### config.mk
export PLATFORM = sky130hd
export DESIGN_NAME = seq_barrel_shift_unit_flat
export DESIGN_NICKNAME = d
export VERILOG_FILES = /design/src/rtl/seq_barrel_shift_unit_if.sv /design/src/rtl/seq_barrel_shift_unit.sv /design/src/flat_wrapper.sv
export SDC_FILE = /design/constraint.sdc
export NUM_CORES = 1
export LEC_CHECK = 0
export ABC_AREA = 1
export BUFFER_PORTS_ARGS = -buffer_cell sky130_fd_sc_hd__buf_2
export CAP_MARGIN = 20
export CORE_MARGIN = 2
export CORE_UTILIZATION = 30
export DETAILED_ROUTE_END_ITERATION = 10
export PLACE_DENSITY = 0.53
export SLEW_MARGIN = 40
export SYNTH_ARGS = -nofsm -noshare
export SYNTH_HDL_FRONTEND = slang
export SYNTH_SLANG_ARGS = --single-unit
### constraint.sdc
create_clock -name clock -period 2.25 [get_ports clock]
set_input_delay 0.225 -clock clock [delete_from_list [all_inputs] [get_ports clock]]
set_output_delay 0.225 -clock clock [all_outputs]
set_load 0.01 [all_outputs]
### src/rtl/seq_barrel_shift_unit_if.sv
// rtl/seq_barrel_shift_unit_if.sv - start/operand/result bundle for the sequential barrel shifter
interface seq_barrel_shift_unit_if;
    logic        ctrl_shift;
    logic        ctrl_op;
    logic [31:0] data_operand;
    logic [4:0]  ctrl_shiftamt;
    logic [31:0] data_result;
    logic        data_busy;
    logic        data_resultRDY;

    modport master (
        output ctrl_shift,
        output ctrl_op,
        output data_operand,
        output ctrl_shiftamt,
        input  data_result,
        input  data_busy,
        input  data_resultRDY
    );

    modport slave (
        input  ctrl_shift,
        input  ctrl_op,
        input  data_operand,
        input  ctrl_shiftamt,
        output data_result,
        output data_busy,
        output data_resultRDY
    );
endinterface

### src/rtl/seq_barrel_shift_unit.sv
// rtl/seq_barrel_shift_unit.sv - multi-cycle 16/8/4/2/1 barrel shifter (SLL/SRA); optional SHIFT_EARLY_EXIT_EN
module seq_barrel_shift_unit #(
    parameter int WIDTH   = 32,
    parameter int NSTAGES = 5
) (
    input  logic                   clock,
    input  logic                   reset,
    seq_barrel_shift_unit_if.slave bus
);

    typedef enum logic [1:0] {
        IDLE,
        SHIFT,
        DONE
    } state_t;

    state_t             state;
    state_t             state_next;
    logic [WIDTH-1:0]   work;
    logic [WIDTH-1:0]   result;
    logic [WIDTH-1:0]   work_shifted;
    logic [4:0]         shamt;
    logic [4:0]         stage_amt;
    logic [2:0]         stage;
    logic               op;
    logic               start_accept;
    logic               last_stage;

    // A start is taken in IDLE or DONE; requests during SHIFT are dropped.
    assign start_accept = bus.ctrl_shift && (state != SHIFT);

    // Size of the current stage: 2^stage.
    always_comb begin
        stage_amt = 5'd1 << stage;
    end

    // One power-of-two stage applied to the working register.
    always_comb begin
        work_shifted = work;
        if (shamt[stage]) begin
            if (op) begin
                work_shifted = $unsigned($signed(work) >>> stage_amt);
            end else begin
                work_shifted = work << stage_amt;
            end
        end
    end

    // Decide whether this SHIFT edge is the final one.
    always_comb begin
`ifdef SHIFT_EARLY_EXIT_EN
        // Remaining lower stages would all pass through, so finish now.
        last_stage = (shamt & ((5'd1 << stage) - 5'd1)) == 5'd0;
`else
        last_stage = (stage == 3'd0);
`endif
    end

    // State register.
    always_ff @(posedge clock or negedge reset) begin
        if (!reset) begin
            state <= IDLE;
        end else begin
            state <= state_next;
        end
    end

    // Next-state logic.
    always_comb begin
        state_next = state;
        case (state)
            IDLE:    if (start_accept) state_next = SHIFT;
            SHIFT:   if (last_stage)   state_next = DONE;
            DONE:    state_next = start_accept ? SHIFT : IDLE;
            default: state_next = IDLE;
        endcase
    end

    // Operand latch, stage walk and result capture.
    always_ff @(posedge clock or negedge reset) begin
        if (!reset) begin
            work   <= '0;
            result <= '0;
            shamt  <= '0;
            op     <= 1'b0;
            stage  <= '0;
        end else if (start_accept) begin
            work  <= bus.data_operand;
            shamt <= bus.ctrl_shiftamt;
            op    <= bus.ctrl_op;
            stage <= 3'(NSTAGES - 1);
        end else if (state == SHIFT) begin
            work  <= work_shifted;
            stage <= stage - 3'd1;
            if (last_stage) begin
                result <= work_shifted;
            end
        end
    end

    assign bus.data_result    = result;
    assign bus.data_busy      = (state == SHIFT);
    assign bus.data_resultRDY = (state == DONE);

endmodule

### src/flat_wrapper.sv
// flat-port wrapper written by rule: the top's interface ports become plain ports
module seq_barrel_shift_unit_flat 
#(
    parameter int WIDTH   = 32,
    parameter int NSTAGES = 5
)
  (clock, reset, bus_ctrl_shift, bus_ctrl_op, bus_data_operand, bus_ctrl_shiftamt, bus_data_result, bus_data_busy, bus_data_resultRDY);
  seq_barrel_shift_unit_if bus_i ();
  input  logic clock;
  input  logic reset;
  input wire logic [$bits(bus_i.ctrl_shift)-1:0] bus_ctrl_shift;
  input wire logic [$bits(bus_i.ctrl_op)-1:0] bus_ctrl_op;
  input wire logic [$bits(bus_i.data_operand)-1:0] bus_data_operand;
  input wire logic [$bits(bus_i.ctrl_shiftamt)-1:0] bus_ctrl_shiftamt;
  output wire logic [$bits(bus_i.data_result)-1:0] bus_data_result;
  output wire logic [$bits(bus_i.data_busy)-1:0] bus_data_busy;
  output wire logic [$bits(bus_i.data_resultRDY)-1:0] bus_data_resultRDY;
  assign bus_i.ctrl_shift = bus_ctrl_shift;
  assign bus_i.ctrl_op = bus_ctrl_op;
  assign bus_i.data_operand = bus_data_operand;
  assign bus_i.ctrl_shiftamt = bus_ctrl_shiftamt;
  assign bus_data_result = bus_i.data_result;
  assign bus_data_busy = bus_i.data_busy;
  assign bus_data_resultRDY = bus_i.data_resultRDY;
  seq_barrel_shift_unit #(.WIDTH(WIDTH), .NSTAGES(NSTAGES)) u_core (.clock(clock), .reset(reset), .bus(bus_i));
endmodule
==> impl_metrics.csv, run 1 <==
group,metric,value,unit
die,core_area,0.0225,mm^2
critical_path,worstSetupPathType,"reg2reg",
critical_path,critical_path.most_common_cell,"sky130_fd_sc_hd__nand2_1",
cts,number_of_buffers_inserted_during_clock_tree_synthesis,9,
drt,num_vias,8883,
outcome,status,"finished with violations",
critical_path,start_kind,"register",
placed_design,port_buffers,74,
die,initial_core_util,0.304,
pwr,power-per-cell-area,1870,mW/mm^2
global_routing,grt_pass1_vias,8357,
timing,clock-skew-final,0.0110,ns
drt,remaining_drc_errors,0,
timing,period_share,1.01,
synthesis,synthesis.instances,1198,
drt,antenna_left,0,
drt,top_signal_layer_used,"met4",
timing,timing.final.max_slew_violations,0,
synthesis,yosys.area_share.adder,0.00916,
placed_design,place_area,0.00825,mm^2
drt,met3RoutedLength,2280,um
critical_path,path_max_fanout,6,
pwr,vdd_ir_drop_max,0.876,mV
drt,drt-met1-wl,14500,um
die,die-width,155,um
timing,hold-worst-slack,0.0802,ns
cells_and_area,final_standard_cell_count_with_taps_included_and_fillers_excluded,1627,
cells_and_area,sequential_cell_area,0.00188,mm^2
synthesis,yosys_register_bits,75,
timing,timing.slew.headroom,0.615,
timing,tns,-0.0349,ns
critical_path,path_cells,"inv_2 -> ha_4 -> buf_6 -> inv_2 -> nor2_4 -> buf_6 -> buf_4 -> nand2_1 -> nand3_2 -> nand2_1 -> nand2_1 -> nand3_1 -> nand4_1 -> nand2_1 -> nand2_2 -> nand2_1 -> nand2_1",
drt,met2_length,15000,um
timing,grt_setup_unrepaired,"true",
timing,tightest_slew,0.577,ns
cts,number_of_clock_sinks,75,
die,die_height,155,um
critical_path,reg2reg_depth,17,
cts,htree_levels,3,
drt,drtPass1Iterations,5,
die,num_rows,55,
global_routing,overflow,0,
critical_path,critPathSlowestCell,"sky130_fd_sc_hd__dfrtp_2",
placed_design,gpl.final_weighted_congestion,1.03,
critical_path,cp.arrival,2.53,ns
global_routing,grt_max_degree,45,
run,cap_violations,0,
cells_and_area,diodes,0,
synthesis,synth_top_family_by_area,"simple AND/OR/NAND/NOR gates",
cells_and_area,design.final.nets,1383,
drt,finalWirelength,32600,um
synthesis,synth_xor_xnor_area_share,0,
critical_path,critical_path_buf_inv_count,5,
worst_hold_path,holdCritPathClass,"in2reg",
outcome,violations,"negative setup slack",
critical_path,max_stage_delay_on_crit_path,0.40,ns
timing,finalSetupViolations,2,
timing,postLayoutSetupSlackWorst,-0.0259,ns
die,io_pins,75,
cts,clock_pin_slew_on_the_worst_setup_and_hold_paths,0.06,ns
cells_and_area,area.growth.synth_to_final,37.4,%
drt,avgViaCountPerCell,5.46,
die,die_ar,0.0240,mm^2
cells_and_area,multi_input_area,0.00486,mm^2
synthesis,synthesis.nets,1244,
cells_and_area,fraction_of_layout_instances_using_a_drive_strength_above_1,0.264,
drt,wl_per_cell,20.1,um
placed_design,dp.final_hpwl,24100,um
critical_path,cp_data_required_time,2.50,ns
critical_path,critical-path-top-delay-family,"simple AND/OR/NAND/NOR gates",
timing,finalCriticalPeriod,2.28,ns
timing,hold_viol,0,
worst_hold_path,hold_path_depth,3,
cts,cts_root_buf,"sky130_fd_sc_hd__clkbuf_16",
synthesis,synth.cell_area,0.00683,mm^2
cts,cts_tree,"done",
cells_and_area,fillCellCount,2446,
synthesis,synth_sequential_area_ratio,0.275,
drt,detail_route.iter0.violations,1001,
critical_path,critPathCaptureType,"register",
synthesis,synth_cell_type_count,26,
cells_and_area,final_design_area_no_fill,0.00938,mm^2
synthesis,synth_mux_area_frac,0.00165,
timing,max_clock_freq,439,MHz
cts,clock_latency,0.36,ns
synthesis,synth_compound_gate_area_share,0.0832,
synthesis,synth.avg_cell_area,5.70,um^2
synthesis,yosysWarnings,0,
synthesis,synth_simple_gate_area_frac,0.540,
pwr,p_leak,4.93,nW
global_routing,antenna_violations_before_repair,0,
global_routing,grt_usage,0.266,
placed_design,placed_cells_incl_taps,1591,
pwr,design_power_total,17.5,mW
cts,max-clock-path-buffers,2,
critical_path,crit_cells,17,
global_routing,grt_first_pass_wirelength,49100,um
-- synthesized netlist by cell type --
master | number | share of area
sky130_fd_sc_hd__a21oi_1 | 13 | 0.0095
sky130_fd_sc_hd__a22o_1 | 14 | 0.018
sky130_fd_sc_hd__a31oi_1 | 4 | 0.0037
sky130_fd_sc_hd__buf_1 | 9 | 0.0049
sky130_fd_sc_hd__buf_2 | 25 | 0.018
sky130_fd_sc_hd__buf_4 | 2 | 0.0022
sky130_fd_sc_hd__clkbuf_1 | 36 | 0.020
sky130_fd_sc_hd__dfrtp_1 | 75 | 0.27
sky130_fd_sc_hd__ha_1 | 5 | 0.0092
sky130_fd_sc_hd__inv_1 | 78 | 0.043
sky130_fd_sc_hd__inv_2 | 5 | 0.0027
sky130_fd_sc_hd__mux2_2 | 1 | 0.0016
sky130_fd_sc_hd__nand2_1 | 502 | 0.28
sky130_fd_sc_hd__nand2_2 | 2 | 0.0018
sky130_fd_sc_hd__nand3_1 | 326 | 0.24
sky130_fd_sc_hd__nand3b_1 | 1 | 0.0011
sky130_fd_sc_hd__nand4_1 | 7 | 0.0064
sky130_fd_sc_hd__nor2_1 | 25 | 0.014
sky130_fd_sc_hd__nor2_2 | 2 | 0.0018
sky130_fd_sc_hd__nor3_1 | 1 | 0.00073
sky130_fd_sc_hd__o211a_1 | 1 | 0.0015
sky130_fd_sc_hd__o211ai_1 | 7 | 0.0077
sky130_fd_sc_hd__o21ai_0 | 34 | 0.025
sky130_fd_sc_hd__o21ai_1 | 18 | 0.013
sky130_fd_sc_hd__o22ai_1 | 4 | 0.0037
sky130_fd_sc_hd__o31ai_1 | 1 | 0.0011
-- logic make-up after synthesis --
family          count (synthesis)
mux                             1
compound gates                 96
buf+inv                       155
simple gates                  866
flops                          75
fa+ha+maj                       5
-- flip-flops by register name, summed over array words and instances, names as in the netlist --
register and flops:
u_core.bus.data_result 32, u_core.op 1, u_core.shamt 5, u_core.stage 3
u_core.state 2, u_core.work 32
-- layout make-up --
| type | instances | area share |
|---|---|---|
| Timing Repair Buffer | 200 | 0.176 |
| Multi-Input combinational cell | 968 | 0.517 |
| Clock inverter | 6 | 0.00960 |
| Sequential cell | 75 | 0.200 |
| Tap cell | 285 | 0.0380 |
| Inverter | 83 | 0.0348 |
| Clock buffer | 10 | 0.0244 |
-- tightest hold or removal path, cell delays in order --
cell                      delay, ns
sky130_fd_sc_hd__buf_2         0.07
sky130_fd_sc_hd__nand2_1       0.04
sky130_fd_sc_hd__o21ai_0       0.06
-- routing by layer --
layer	vias up	GRT usage
met1	4201	0.377
li1	4222	-
met3	61	0.0242
met2	399	0.435
met5	-	0
met4	0	0.0745
-- where the power goes --
group	internal (mW)	switching (mW)	total, mW
clock	0.974	0.640	1.61
sequential	2.00	0.616	2.62
combinational	4.73	8.56	13.3
total	7.71	9.81	17.5
-- cells in the final DEF (no fill, tap or decap), types with 3 or more instances in the layout --
cell / n
sky130_fd_sc_hd__a31oi_1: 4
sky130_fd_sc_hd__nand3_2: 48
sky130_fd_sc_hd__o211ai_1: 7
sky130_fd_sc_hd__nand2_2: 55
sky130_fd_sc_hd__buf_2: 74
sky130_fd_sc_hd__buf_6: 7
sky130_fd_sc_hd__inv_2: 8
sky130_fd_sc_hd__a21oi_1: 12
sky130_fd_sc_hd__clkbuf_16: 12
sky130_fd_sc_hd__buf_12: 18
sky130_fd_sc_hd__o21ai_0: 31
sky130_fd_sc_hd__ha_4: 3
sky130_fd_sc_hd__a22o_1: 14
sky130_fd_sc_hd__nor2_2: 7
sky130_fd_sc_hd__buf_4: 96
sky130_fd_sc_hd__nand3_1: 278
sky130_fd_sc_hd__nand4_1: 7
sky130_fd_sc_hd__inv_1: 72
sky130_fd_sc_hd__nand2_4: 4
sky130_fd_sc_hd__o21ai_2: 3
sky130_fd_sc_hd__dfrtp_1: 74
sky130_fd_sc_hd__clkinv_4: 3
sky130_fd_sc_hd__nor2_1: 17
sky130_fd_sc_hd__nor2_4: 3
sky130_fd_sc_hd__nand2_1: 444
sky130_fd_sc_hd__o21ai_1: 17
sky130_fd_sc_hd__o22ai_1: 4
-- repair_timing --
item | in CTS | in global routing
setup endpoints to repair | 63 | 64
resized for setup | 14 | 147
cloned | 1 | 4
hold endpoints to repair | 31 | 0
hold buffers | 1 | 0
pin swaps | 3 | 17
buffers inserted | 1 | 13
-- path summary, 6_finish.rpt --
kind	slack [ns]	from	endpoint
max reg2reg	-0.03	u_core.stage[0]	u_core.bus.data_result[22]
min reg2reg	0.47	u_core.bus.data_result[21]	u_core.bus.data_result[21]
min in group asynchronous	0.37	reset	u_core.bus.data_result[8]
min	0.08	bus_ctrl_shiftamt[0]	u_core.shamt[0]
max	-0.03	u_core.stage[0]	u_core.bus.data_result[22]
max in group asynchronous	1.26	reset	u_core.bus.data_result[13]
-- stage by stage --
step                 util  setup WS, ns
floorplan               -         0.164
finish              0.417       -0.0259
global route        0.417        -0.122
CTS                 0.385       0.00418
detailed placement  0.366        -0.181
global placement    0.366        -0.140
No activity file was read; power rests on OpenSTA's default activity.
==> inputs of run 2 (changes only) <==
--- a/config.mk
+++ b/config.mk
@@ -12,6 +12,7 @@
 export CORE_UTILIZATION = 30
 export DETAILED_ROUTE_END_ITERATION = 10
 export PLACE_DENSITY = 0.53
+export RECOVER_POWER = 100
 export SLEW_MARGIN = 40
 export SYNTH_ARGS = -nofsm -noshare
 export SYNTH_HDL_FRONTEND = slang
==> run 2 against run 1 <==
Compared with the run above: final cell count unchanged; clock skew about the same; critical path depth unchanged; worst setup slack improved by 0.0056 ns; total power decreased by 0.34%; the run still ends with negative setup slack left; first-iteration DRC count decreased by 0.30%; register-to-register slack about the same; die area unchanged.
==> impl_metrics.csv, run 2 (synthesis gave the netlist of run 1 again) <==
group,metric,value,unit
pwr,clkPwrFrac,0.093,
placed_design,placed_cells_incl_taps,1591,
timing,grt_setup_unrepaired,"true",
cells_and_area,final_standard_cell_count_with_taps_included_and_fillers_excluded,1627,
critical_path,timing.reg2reg.setup_slack,-0.02,ns
cts,cts_root_buf,"sky130_fd_sc_hd__clkbuf_16",
timing,finalCriticalPeriod,2.27,ns
cells_and_area,area.growth.synth_to_final,36.6,%
global_routing,overflow,0,
cells_and_area,layout_common_cells,"sky130_fd_sc_hd__nand2_1 (444), sky130_fd_sc_hd__nand3_1 (278), sky130_fd_sc_hd__buf_4 (95), sky130_fd_sc_hd__dfrtp_1 (74), sky130_fd_sc_hd__inv_1 (72)",
placed_design,port_buffers,74,
critical_path,endpoint_of_the_lowest_slack_register_to_register_path,"u_core.bus.data_result[22]",
drt,wl_per_cell,20.0,um
cts,number_of_clock_sinks,75,
pwr,internal_power,7.63,mW
critical_path,max_stage_delay_on_crit_path,0.40,ns
pwr,netSwitchingPower,9.82,mW
critical_path,cp_data_required_time,2.50,ns
global_routing,grt_first_pass_wirelength,49100,um
critical_path,path_max_fanout,6,
cts,htree_levels,3,
drt,drtPass1Iterations,5,
cells_and_area,diodes,0,
worst_hold_path,launch_instance_of_the_worst_min_delay_path,"bus_ctrl_shiftamt[2]",
cts,cts_tree,"done",
timing,max_clock_freq,440,MHz
placed_design,place_area,0.00825,mm^2
critical_path,start_kind,"register",
cts,clock_pin_slew_on_the_worst_setup_and_hold_paths,0.06,ns
timing,postLayoutSetupSlackWorst,-0.0204,ns
timing,hold-worst-slack,0.0813,ns
drt,drt-met1-wl,14400,um
critical_path,reg2reg_depth,17,
die,die_height,155,um
cells_and_area,design.final.nets,1383,
timing,period_share,1.01,
critical_path,path_cells,"inv_2 -> ha_4 -> buf_6 -> inv_2 -> nor2_4 -> buf_6 -> buf_4 -> nand2_1 -> nand3_2 -> nand2_1 -> nand2_1 -> nand3_1 -> nand4_1 -> nand2_1 -> nand2_2 -> nand2_1 -> nand2_1",
pwr,power-per-cell-area,1870,mW/mm^2
global_routing,grt_max_degree,45,
drt,antenna_left,0,
critical_path,critPathCaptureType,"register",
critical_path,worstSetupPathType,"reg2reg",
cells_and_area,utilization,0.415,
cells_and_area,fraction_of_layout_instances_using_a_drive_strength_above_1,0.239,
timing,clock-skew-final,0.0107,ns
critical_path,critPathSlowestCell,"sky130_fd_sc_hd__dfrtp_2",
cells_and_area,final_design_area_no_fill,0.00933,mm^2
drt,met2_length,15100,um
die,die-width,155,um
cells_and_area,fillCellCount,2453,
die,io_pins,75,
drt,remaining_drc_errors,0,
critical_path,timing.critical_path.to,"u_core.bus.data_result[22]",
cells_and_area,sequential_cell_area,0.00188,mm^2
cts,max-clock-path-buffers,2,
timing,timing.slew.headroom,0.432,
drt,top_signal_layer_used,"met4",
run,cap_violations,0,
drt,finalWirelength,32600,um
cts,clock_latency,0.36,ns
placed_design,gpl.final_weighted_congestion,1.03,
drt,detail_route.iter0.violations,998,
cells_and_area,commonest_non_fill_non_tap_cell_in_the_layout,"sky130_fd_sc_hd__nand2_1",
pwr,netSwitchingFraction,0.563,
die,core_area,0.0225,mm^2
worst_hold_path,holdCritPathClass,"in2reg",
die,initial_core_util,0.304,
drt,num_vias,8963,
pwr,p_leak,4.82,nW
critical_path,cp.arrival,2.52,ns
global_routing,antenna_violations_before_repair,0,
drt,avgViaCountPerCell,5.51,
outcome,status,"finished with violations",
critical_path,critical_path.startpoint,"u_core.stage[0]",
timing,finalSetupViolations,2,
timing,hold_viol,0,
cells_and_area,multi_input_area,0.00486,mm^2
cts,number_of_buffers_inserted_during_clock_tree_synthesis,9,
timing,tns,-0.0240,ns
critical_path,critical_path.most_common_cell,"sky130_fd_sc_hd__nand2_1",
critical_path,crit-reg2reg-launch,"u_core.stage[0]",
die,num_rows,55,
outcome,violations,"negative setup slack",
drt,met3RoutedLength,2340,um
pwr,design_power_total,17.5,mW
pwr,vdd_ir_drop_max,0.876,mV
placed_design,dp.final_hpwl,24100,um
global_routing,grt_pass1_vias,8357,
placed_design,post-place-ws,-0.181,ns
timing,tightest_slew,0.852,ns
pwr,pwr-share-seq,0.150,
die,die_ar,0.0240,mm^2
timing,timing.final.max_slew_violations,0,
global_routing,grt_usage,0.266,
pwr,comb_power_share,0.757,
[run 2: power by group through the flow]
stage | sequential (mW) | combinational [mW] | clock (mW)
after floorplan | 2.50 | 6.99 | 0
after global placement | 2.56 | 11.7 | 0
after detailed placement | 2.55 | 11.6 | 0
after CTS | 2.54 | 11.9 | 1.65
after global routing | 2.69 | 14.4 | 1.70
final | 2.62 | 13.2 | 1.62
[run 2: repair_timing]
action                     CTS  global route
hold buffers                 1             0
gates cloned                 1             4
buffers inserted             1            13
setup endpoints to repair   63            64
gates resized for setup     14           147
pin swaps                    3            17
hold endpoints to repair    31             0
[run 2: layer usage]
metal / vias to the layer above / track usage
met5: - / 0
met4: 0 / 0.0745
met3: 63 / 0.0242
met2: 431 / 0.435
met1: 4240 / 0.377
li1: 4229 / -
[run 2: area by class of cell]
cell class,count,area share
repair buffers,200,0.171
well taps,285,0.0382
clock buffers,10,0.0245
clock inverters,6,0.00966
flip-flops and latches,75,0.201
multi-input cells,968,0.521
inverters,83,0.0350
[run 2: how the worst min path moves through the flow]
stage / end / slack, ns / cells after the start
final: u_core.shamt[2] / 0.08 / 3
after global routing: u_core.shamt[2] / 0.09 / 3
after CTS: u_core.shamt[2] / 0.07 / 3
after detailed placement: u_core.state[1] / 0.21 / 1
after global placement: u_core.state[1] / 0.21 / 1
after floorplan: u_core.bus.data_result[0] / -0.07 / 0
[run 2: critical path: cells and delay by family (launching register included)]
kind	cells	cell delay, ns
flip-flops	1	0.40
adder cells (fa/ha/maj)	1	0.19
buffers and inverters	5	0.50
AND/OR/NAND/NOR	11	1.06
==> inputs of run 3 (changes only) <==
--- a/config.mk
+++ b/config.mk
@@ -5,7 +5,6 @@
 export SDC_FILE = /design/constraint.sdc
 export NUM_CORES = 1
 export LEC_CHECK = 0
-export ABC_AREA = 1
 export BUFFER_PORTS_ARGS = -buffer_cell sky130_fd_sc_hd__buf_2
 export CAP_MARGIN = 20
 export CORE_MARGIN = 2
==> run 3 against run 2 <==
Compared with the run above: the run still ends with negative setup slack left; maximum frequency fell by 16%; global-route usage increased by 5.3 points; cell area grew 42%; routed wire length rose by 39%.
==> impl_metrics.csv, run 3 <==
group,metric,value,unit
critical_path,crit-reg2reg-launch,"u_core.stage[0]",
cells_and_area,sequential_cell_area,0.00188,mm^2
critical_path,worstSetupPathType,"reg2reg",
timing,hold_viol,0,
timing,max_clock_freq,372,MHz
cells_and_area,area.growth.synth_to_final,67.9,%
cts,cts_tree,"done",
run,cap_violations,0,
critical_path,path_max_fanout,14,
cells_and_area,diodes,0,
timing,finalSetupViolations,64,
drt,num_vias,10500,
global_routing,grt_usage,0.320,
synthesis,synth_flop_cell,"sky130_fd_sc_hd__dfrtp_1",
synthesis,synth_cell_type_count,84,
global_routing,grt_pass1_vias,10300,
die,die-width,166,um
global_routing,antenna_violations_before_repair,0,
timing,finalCriticalPeriod,2.69,ns
cts,number_of_clock_sinks,75,
synthesis,postSynth.asyncResetShare,1.00,
placed_design,port_buffers,74,
critical_path,critPathCaptureType,"register",
die,io_pins,75,
drt,drtPass1Iterations,7,
cts,clock_latency,0.36,ns
die,num_rows,59,
synthesis,yosys.cell_count.top_type,"sky130_fd_sc_hd__o21ai_0",
die,die_ar,0.0276,mm^2
drt,finalWirelength,45200,um
timing,grt_setup_unrepaired,"true",
critical_path,critical_path.startpoint,"u_core.stage[0]",
cells_and_area,fraction_of_layout_instances_using_a_drive_strength_above_1,0.503,
global_routing,grt_max_degree,41,
drt,wl_per_cell,26.9,um
timing,tns,-17.04,ns
drt,remaining_drc_errors,0,
cells_and_area,multi_input_area,0.00674,mm^2
worst_hold_path,launch_instance_of_the_worst_min_delay_path,"bus_ctrl_shiftamt[1]",
timing,postLayoutSetupSlackWorst,-0.439,ns
drt,avgViaCountPerCell,6.26,
global_routing,overflow,0,
critical_path,cp.arrival,2.91,ns
timing,timing.slew.headroom,0.321,
cts,cts_root_buf,"sky130_fd_sc_hd__clkbuf_16",
synthesis,synth.cells.most_frequent,"sky130_fd_sc_hd__o21ai_0 (88), sky130_fd_sc_hd__dfrtp_1 (75), sky130_fd_sc_hd__nand2_1 (69)",
timing,hold-worst-slack,0.0947,ns
timing,timing.final.max_slew_violations,0,
drt,antenna_left,0,
cells_and_area,utilization,0.511,
synthesis,synth_sequential_area_ratio,0.238,
synthesis,synthesis.instances,997,
timing,tightest_slew,1.02,ns
synthesis,synth.cell_area,0.00789,mm^2
synthesis,synth.avg_cell_area,7.92,um^2
cells_and_area,fillCellCount,2454,
cells_and_area,commonest_non_fill_non_tap_cell_in_the_layout,"sky130_fd_sc_hd__buf_4",
cts,htree_levels,3,
global_routing,grt_first_pass_wirelength,67200,um
worst_hold_path,holdCritPathClass,"in2reg",
timing,period_share,1.20,
outcome,status,"finished with violations",
synthesis,yosysWarnings,0,
synthesis,synthTopCellsByArea,"sky130_fd_sc_hd__dfrtp_1 (24%), sky130_fd_sc_hd__mux2i_1 (7.5%), sky130_fd_sc_hd__o21ai_0 (5.6%)",
critical_path,cp_data_required_time,2.47,ns
synthesis,number_of_synthesized_flops_with_an_enable_pin,0,
timing,clock-skew-final,0.0148,ns
cts,clock_pin_slew_on_the_worst_setup_and_hold_paths,0.07,ns
die,core_area,0.0259,mm^2
cts,max-clock-path-buffers,2,
synthesis,synthDominantCellAreaShare,0.238,
synthesis,yosys.area.top_type,"sky130_fd_sc_hd__dfrtp_1",
critical_path,start_kind,"register",
die,die_height,166,um
cts,number_of_buffers_inserted_during_clock_tree_synthesis,9,
placed_design,gpl.final_weighted_congestion,1.06,
drt,detail_route.iter0.violations,1174,
cells_and_area,design.final.nets,1389,
die,initial_core_util,0.305,
placed_design,dp.final_hpwl,33800,um
outcome,violations,"negative setup slack",
cells_and_area,layout_common_cells,"sky130_fd_sc_hd__buf_4 (312), sky130_fd_sc_hd__dfrtp_1 (72), sky130_fd_sc_hd__nand2_1 (63), sky130_fd_sc_hd__o21ai_0 (63), sky130_fd_sc_hd__nor2_1 (60)",
synthesis,yosys_register_bits,75,
synthesis,synthesis.nets,1043,
[run 3: cell types whose count changed after synthesis, sizes merged, moves of 29 or more]
cell	before	now
nor2	27	67
a22oi	0	40
mux2i	0	59
clkbuf	36	66
o22ai	4	33
nand2	504	69
nand3	326	26
o21ai	52	97
a21oi	13	69
inv	83	15
[run 3: path summary, 6_finish.rpt]
kind	to	slack, ns	depth (start not counted)
worst min register to register	u_core.bus.data_result[7]	0.49	2
max in group asynchronous	u_core.stage[1]	0.30	3
worst max register to register	u_core.work[27]	-0.44	11
worst max-delay path	u_core.work[27]	-0.44	11
worst min-delay path	u_core.shamt[1]	0.09	2
min in group asynchronous	u_core.bus.data_result[10]	0.57	2
[run 3: cell families after synthesis]
logic type      Yosys count  synth area share
simple gates            299             0.202
fa+ha+maj                 5           0.00793
buf+inv                 142            0.0842
mux                      89             0.142
flops                    75             0.238
compound gates          387             0.326
[run 3: metrics by stage]
| step | instances | cell area [um^2] | worst slack (ns) |
|---|---|---|---|
| after floorplan | 997 | 8030 | -0.111 |
| after global placement | 1607 | 10900 | -0.569 |
| after detailed placement | 1607 | 10900 | -0.565 |
| after CTS | 1671 | 12600 | -0.411 |
| after global routing | 1683 | 13300 | -0.502 |
| final | 1683 | 13300 | -0.439 |
[run 3: timing repair]
| item | in CTS | in global routing |
|---|---|---|
| setup endpoints to repair | 64 | 64 |
| pin swaps | 72 | 79 |
| endpoints found under the hold margin | 38 | 0 |
| gates cloned | 5 | 2 |
| buffers inserted | 44 | 14 |
| gates resized for setup | 189 | 117 |
| hold buffers | 1 | 0 |
[run 3: worst max-delay path, stage by stage, from the launching register on]
cell and delay (ns):
sky130_fd_sc_hd__dfrtp_2 0.43, sky130_fd_sc_hd__inv_4 0.09, sky130_fd_sc_hd__ha_4 0.14, sky130_fd_sc_hd__buf_12 0.12
sky130_fd_sc_hd__buf_6 0.10, sky130_fd_sc_hd__and3b_2 0.30, sky130_fd_sc_hd__clkbuf_16 0.23, sky130_fd_sc_hd__a21oi_1 0.12
sky130_fd_sc_hd__a41o_1 0.32, sky130_fd_sc_hd__a222oi_1 0.42, sky130_fd_sc_hd__buf_4 0.22, sky130_fd_sc_hd__a22oi_2 0.06
[run 3: layout make-up]
class	instances	share of cell area
tap	335	0.0316
multi-input combinational	780	0.508
sequential	75	0.142
inverter	17	0.00519
timing repair buffer	460	0.290
clock inverter	7	0.00604
clock buffer	9	0.0170
[run 3: layer usage]
layer  vias to the layer above  global-route usage  part of all wire  wire (um)
met4                         0               0.160             0.058       2610
met5                         -                   0                 0          0
met1                      5050               0.432              0.40      18200
met3                       192              0.0760              0.11       4960
met2                       774               0.477              0.43      19400
li1                       4526                   -                 -          -
Power of run 3 is left out: the tool's default activity adds up to more than one toggle a clock period on the data nets, which glitch-free logic cannot reach.
